[src/rtl/inst_loader_pkg.sv]
// Shared definitions for the switch-driven instruction loader.
// - Default geometry and debounce constants.
// - FSM state encoding.
// - Board KEY[] index mapping, for the wrapper that splits the KEY bus.
package inst_loader_pkg;
    localparam int DEF_ADDR_W     = 8;
    localparam int DEF_DATA_W     = 16;
    localparam int DEF_DEB_CYCLES = 4;

    // KEY[] bit for each loader button (KEY[0] is left to the system reset)
    localparam int KEY_STORE = 1;
    localparam int KEY_RUN   = 2;
    localparam int KEY_CLEAR = 3;

    typedef enum logic [1:0] {
        ST_LOAD  = 2'd0,
        ST_WRITE = 2'd1,
        ST_HOLD  = 2'd2,
        ST_RUN   = 2'd3
    } state_t;
endpackage

[src/rtl/key_debounce.sv]
// Push-button conditioner: 2-FF synchronizer, then a stability counter.
// Ports:
//   clk, reset - system clock, synchronous active-low reset
//   key        - raw active-low button
//   level      - debounced level (1 = released)
//   press      - one-cycle strobe on the debounced 1->0 transition
// The level flips only after DEB_CYCLES consecutive synchronized samples
// that all differ from it; press rises with the new level, so the total
// latency is 2 + DEB_CYCLES cycles from a stable low input.
module key_debounce #(
    parameter int DEB_CYCLES = 4
) (
    input  logic clk,
    input  logic reset,
    input  logic key,
    output logic level,
    output logic press
);
    localparam int CW = $clog2(DEB_CYCLES + 1);

    logic          sync1, sync2;
    logic [CW-1:0] stable_cnt;

    always_ff @(posedge clk) begin
        if (!reset) begin
            sync1      <= 1'b1;
            sync2      <= 1'b1;
            level      <= 1'b1;
            stable_cnt <= '0;
            press      <= 1'b0;
        end else begin
            sync1 <= key;
            sync2 <= sync1;
            press <= 1'b0;
            if (sync2 != level) begin
                if (stable_cnt == CW'(DEB_CYCLES - 1)) begin
                    level      <= sync2;
                    stable_cnt <= '0;
                    press      <= ~sync2;
                end else begin
                    stable_cnt <= stable_cnt + 1'b1;
                end
            end else begin
                // any sample agreeing with the current level restarts the run
                stable_cnt <= '0;
            end
        end
    end
endmodule

[src/rtl/inst_loader.sv]
// Switch-driven instruction RAM writer with a registered fetch read port.
// Ports:
//   clk, reset                    - system clock, synchronous active-low reset
//   key_store/key_run/key_clear   - active-low buttons
//   sw_inst                       - instruction from switches
//   rd_addr, rd_data              - fetch port, 1-cycle registered, low bits only
//   running                       - pipeline released
//   full, count                   - words written since last clear
//   last_addr, last_data          - most recent write, for the HEX display
//   wr_pulse                      - high for the single cycle of each RAM write
module inst_loader
    import inst_loader_pkg::*;
#(
    parameter int ADDR_W     = DEF_ADDR_W,
    parameter int DATA_W     = DEF_DATA_W,
    parameter int DEB_CYCLES = DEF_DEB_CYCLES
) (
    input  logic              clk,
    input  logic              reset,
    input  logic              key_store,
    input  logic              key_run,
    input  logic              key_clear,
    input  logic [DATA_W-1:0] sw_inst,
    input  logic [31:0]       rd_addr,
    output logic [DATA_W-1:0] rd_data,
    output logic              running,
    output logic              full,
    output logic [ADDR_W:0]   count,
    output logic [ADDR_W-1:0] last_addr,
    output logic [DATA_W-1:0] last_data,
    output logic              wr_pulse
);
    localparam int DEPTH = 1 << ADDR_W;

    state_t            state, state_nxt;
    logic              store_lvl, store_p, run_p, clear_p;
    logic              run_lvl, clear_lvl;
    logic              do_clear, do_latch;
    logic [DATA_W-1:0] latch_data;
    logic [DATA_W-1:0] mem [DEPTH];
    logic              unused_addr_bits;

    key_debounce #(.DEB_CYCLES(DEB_CYCLES)) u_store (
        .clk(clk), .reset(reset), .key(key_store), .level(store_lvl), .press(store_p));
    key_debounce #(.DEB_CYCLES(DEB_CYCLES)) u_run (
        .clk(clk), .reset(reset), .key(key_run), .level(run_lvl), .press(run_p));
    key_debounce #(.DEB_CYCLES(DEB_CYCLES)) u_clear (
        .clk(clk), .reset(reset), .key(key_clear), .level(clear_lvl), .press(clear_p));

    // fetch uses only the low address bits; the rest wrap
    assign unused_addr_bits = ^{rd_addr[31:ADDR_W], run_lvl, clear_lvl};

    assign wr_pulse = (state == ST_WRITE);
    assign running  = (state == ST_RUN);
    // stores are refused once full, so count can never pass DEPTH
    assign full     = (count == (ADDR_W + 1)'(DEPTH));

    always_ff @(posedge clk) begin
        if (!reset) state <= ST_LOAD;
        else        state <= state_nxt;
    end

    // priority in LOAD: clear > run > store
    always_comb begin
        state_nxt = state;
        do_clear  = 1'b0;
        do_latch  = 1'b0;
        case (state)
            ST_LOAD: begin
                if (clear_p)               do_clear = 1'b1;
                else if (run_p)            state_nxt = ST_RUN;
                else if (store_p && !full) begin
                    do_latch  = 1'b1;
                    state_nxt = ST_WRITE;
                end
            end
            ST_WRITE: state_nxt = ST_HOLD;
            ST_HOLD: begin
                // wait for store release so one press never writes twice
                if (clear_p)   do_clear  = 1'b1;
                if (store_lvl) state_nxt = ST_LOAD;
            end
            ST_RUN: begin
                if (clear_p) begin
                    do_clear  = 1'b1;
                    state_nxt = ST_LOAD;
                end
            end
            default: state_nxt = ST_LOAD;
        endcase
    end

    always_ff @(posedge clk) begin
        if (!reset) begin
            count      <= '0;
            last_addr  <= '0;
            last_data  <= '0;
            latch_data <= '0;
        end else begin
            if (do_latch) latch_data <= sw_inst;
            if (wr_pulse) begin
                last_addr <= count[ADDR_W-1:0];
                last_data <= latch_data;
                count     <= count + 1'b1;
            end
            if (do_clear) count <= '0;
        end
    end

    // RAM is never cleared; a write on a reset edge is dropped
    always_ff @(posedge clk) begin
        if (reset && wr_pulse) mem[count[ADDR_W-1:0]] <= latch_data;
    end

    // non-blocking read gives old data on a same-address write
    always_ff @(posedge clk) begin
        if (!reset) rd_data <= '0;
        else        rd_data <= mem[rd_addr[ADDR_W-1:0]];
    end
endmodule

[config.mk]
export PLATFORM = sky130hd
export DESIGN_NAME = inst_loader
export DESIGN_NICKNAME = d
export VERILOG_FILES = /design/src/rtl/inst_loader_pkg.sv /design/src/rtl/key_debounce.sv /design/src/rtl/inst_loader.sv
export SDC_FILE = /design/constraint.sdc
export NUM_CORES = 2
export LEC_CHECK = 0
export ABC_CLOCK_PERIOD_IN_PS = 4800
export CAP_MARGIN = 20
export CORE_MARGIN = 5
export CORE_UTILIZATION = 53
export CTS_CLUSTER_SIZE = 25
export DETAILED_ROUTE_END_ITERATION = 16
export PLACE_DENSITY_LB_ADDON = 0.08
export RECOVER_POWER = 100
export REMOVE_ABC_BUFFERS = 1
export SLEW_MARGIN = 20
export SYNTH_ARGS = -nofsm -noshare
export SYNTH_HDL_FRONTEND = slang
export SYNTH_SLANG_ARGS = --single-unit
export TNS_END_PERCENT = 20
[constraint.sdc]
create_clock -name clk -period 4.8 [get_ports clk]
set_input_delay 0.96 -clock clk [delete_from_list [all_inputs] [get_ports clk]]
set_output_delay 0.96 -clock clk [all_outputs]
set_load 0.05 [all_outputs]
==> out/metrics.cfg <==
[run]
drv_cap = 61

[clock_network]
worstSkewPairLatency_ns = 0.98
cts_resized = 0
cts.path.max_buffers = 4
cts_max_level = 5
postCtsSetupBuffers = 0
cts_hold_buf = 0
clkSinkCount = 4184
path_clk_slew_ns = 0.06
clock-root-buffer = clkbuf_16
numCtsBuffers = 423
tritoncts = yes

[critical_path]
crit_chain = clkdlybuf4s50_1 -> clkbuf_1 -> nand3b_1 -> clkbuf_1 -> a21oi_1 -> nand4_1 -> nand2_1 -> or4_1 -> a221o_1 -> o221ai_1
endpoint_kind = register
required_ns = 5.60
cp-start-kind = input pin
worstPathArrival_ns = 5.59
critPathMaxFanout = 17
slowest_delay_ns = 1.30
crit_top_cell = clkbuf_1
criticalPathCategory = in -> reg
r2r_slack_ns = 0.11
cp_slowest_cell = clkbuf_1

[routing]
first_pass_iters = 6
routed_wl_um = 463000
drtAntennaViolNets = 0
viasPerCell = 6.49
dr_total_vias = 83600
initialDrtViolationCount = 10600
wl_per_cell_um = 35.9
drc = 0

[sta]
slew_headroom = -1.60
finalMaxSlewViolations = 3262
period_share = 0.997
rsz0062_at_grt = no
fin_tns_setup_ns = 0
fmax_mhz = 209
finalHoldViolCount = 0
fin_crit_ns = 4.79
skew_ns = 0.0705
worst_pin_slew_ns = 3.90
finalSetupViolations = 0

[cells_and_area]
nNetsFinal = 8458
drive_above_1_share = 0.219
area_growth_pct = 12.8
nFillCells = 22000
final_cell_mix = edfxtp_1 (4096), mux4_2 (757), mux2i_1 (506)
stdcell_count = 12900
final_common_cell = edfxtp_1

[synthesis]
synth-edff-count = 4096
netlist_instances = 7661
ys_seq_elements = 4184
syn_area_um2 = 162000
ys_warn_count = 0
avgSynthCellArea_um2 = 21.2
synth.distinct_cells = 87
ys.flop_type = edfxtp_1
synth-seq-area-share = 0.768
synthArstFlopShare = 0

[global_routing]
antenna_found_initial = 33
grt_pass1_vias = 82500
grt_pass1_wl_um = 645000
overflow = 0
grt_start_max_net_pins = 178
grt_usage = 0.289

[floorplan]
die_x_um = 564
die_area_um2 = 318000
fp.dieH_um = 564
core_area_um2 = 306000
std_cell_rows = 203
pin_count = 105
initial_core_util = 0.531

[placed_design]
dp.cells = 12100
dp_hpwl_um = 286000
gp_congestion = 0.868
port_buffers = 80

[power_and_ir_drop]
ir_drop_uv = 319
p_total_uw = 74100
p_per_area_nw_per_um2 = 404
p_leak_uw = 0.0565

[hold_path]
hold_class = reg -> reg

[outcome]
violations = capacitance limit, slew limit
status = complete, but fails checks

per-stage QoR:
step | hold slack [ns] | utilization | cell area, µm² | setup slack, ns
2_1_floorplan | 0.386 | - | 159000 | 0.464
3_3_place_gp | 0.390 | 0.561 | 171000 | 0.187
3_5_place_dp | 0.393 | 0.561 | 171000 | 0.144
4_1_cts | 0.404 | 0.604 | 185000 | 0.317
5_1_grt | 0.412 | 0.600 | 183000 | 0.122
6_report | 0.402 | 0.600 | 183000 | 0.0138
flip-flops by register name, indices dropped and copies added, names as in the netlist, 2 cells and up:
signal              count
u_run.stable_cnt        3
latch_data             16
rd_data                16
count                   9
u_store.stable_cnt      3
mem                  4096
last_data              16
u_clear.stable_cnt      3
last_addr               8
state                   2
worst max-delay path, delay by kind of cell:
family	cells	cell delay [ns]
compound gates	3	0.55
buf+inv	3	2.16
simple gates	4	1.85
cell families after synthesis:
kind of cell	after synthesis	synth area share
AO/OA/AOI/OAI	784	0.0339
XOR/XNOR	9	0.000485
adder cells (fa/ha/maj)	10	0.000770
buffers and inverters	468	0.0226
flip-flops	4184	0.768
multiplexers	1353	0.150
AND/OR/NAND/NOR	853	0.0238
cells in the mapped netlist (all sizes together) (5+ instances only):
| cell | number | area (µm²) |
|---|---|---|
| a21oi | 118 | 591 |
| and3 | 9 | 56.3 |
| o311ai | 5 | 43.8 |
| dfxtp | 88 | 1760 |
| a2111oi | 15 | 138 |
| a21boi | 25 | 188 |
| nand4 | 27 | 169 |
| or2 | 5 | 31.3 |
| ha | 10 | 125 |
| nor2b | 36 | 225 |
| nor4 | 12 | 81.3 |
| o221ai | 160 | 1440 |
| o31ai | 13 | 97.6 |
| a211oi | 40 | 300 |
| edfxtp | 4096 | 123000 |
| nor2 | 351 | 1320 |
| o21ai | 94 | 470 |
| a31oi | 27 | 169 |
| nand3 | 65 | 325 |
| xor2 | 8 | 70.1 |
| a221oi | 9 | 78.8 |
| a22oi | 57 | 428 |
| and2 | 27 | 169 |
| o22ai | 146 | 920 |
| or3 | 12 | 75.1 |
| or4 | 7 | 53.8 |
| mux2i | 506 | 5060 |
| inv | 13 | 48.8 |
| nand2b | 14 | 87.6 |
| a32oi | 6 | 52.6 |
| o211ai | 14 | 105 |
| nor3 | 73 | 365 |
| buf | 288 | 2730 |
| mux2 | 5 | 56.3 |
| clkbuf | 166 | 887 |
| nand3b | 5 | 41.3 |
| nand2 | 197 | 744 |
| a21o | 6 | 45.0 |
| mux4 | 842 | 19300 |
area by class of cell:
| cell class | instances | area [µm²] | area share |
|---|---|---|---|
| antenna | 31 | 77.6 | 0.000423 |
| clock buffer | 521 | 11100 | 0.0607 |
| clock inverter | 266 | 2060 | 0.0113 |
| inverter | 14 | 66.3 | 0.000362 |
| multi-input combinational | 3009 | 34200 | 0.187 |
| sequential | 4184 | 125000 | 0.681 |
| tap | 4100 | 5130 | 0.0280 |
| timing repair buffer | 763 | 5760 | 0.0314 |
worst paths after layout:
path | startpoint | end | cells past startpoint
hold / removal | u_clear.sync1 | u_clear.sync2 | 1
hold reg to reg | u_clear.sync1 | u_clear.sync2 | 1
setup / recovery | rd_addr[6] | rd_data[6] | 10
setup reg to reg | state[1] | mem[153][1] | 7
where the power goes:
group | internal [µW] | switching (µW)
clock | 17600 | 13900
sequential | 39500 | 53.6
combinational | 1230 | 1900
total | 58300 | 15800
metal layers:
| metal | vias to the layer above | GRT usage | wire [µm] |
|---|---|---|---|
| li1 | 33700 | - | - |
| met1 | 44800 | 0.418 | 183000 |
| met2 | 4277 | 0.453 | 218000 |
| met3 | 761 | 0.0571 | 44300 |
| met4 | 12 | 0.0888 | 17100 |
| met5 | - | 0 | 79 |
Note: power is estimated with default switching activity, not from simulation.
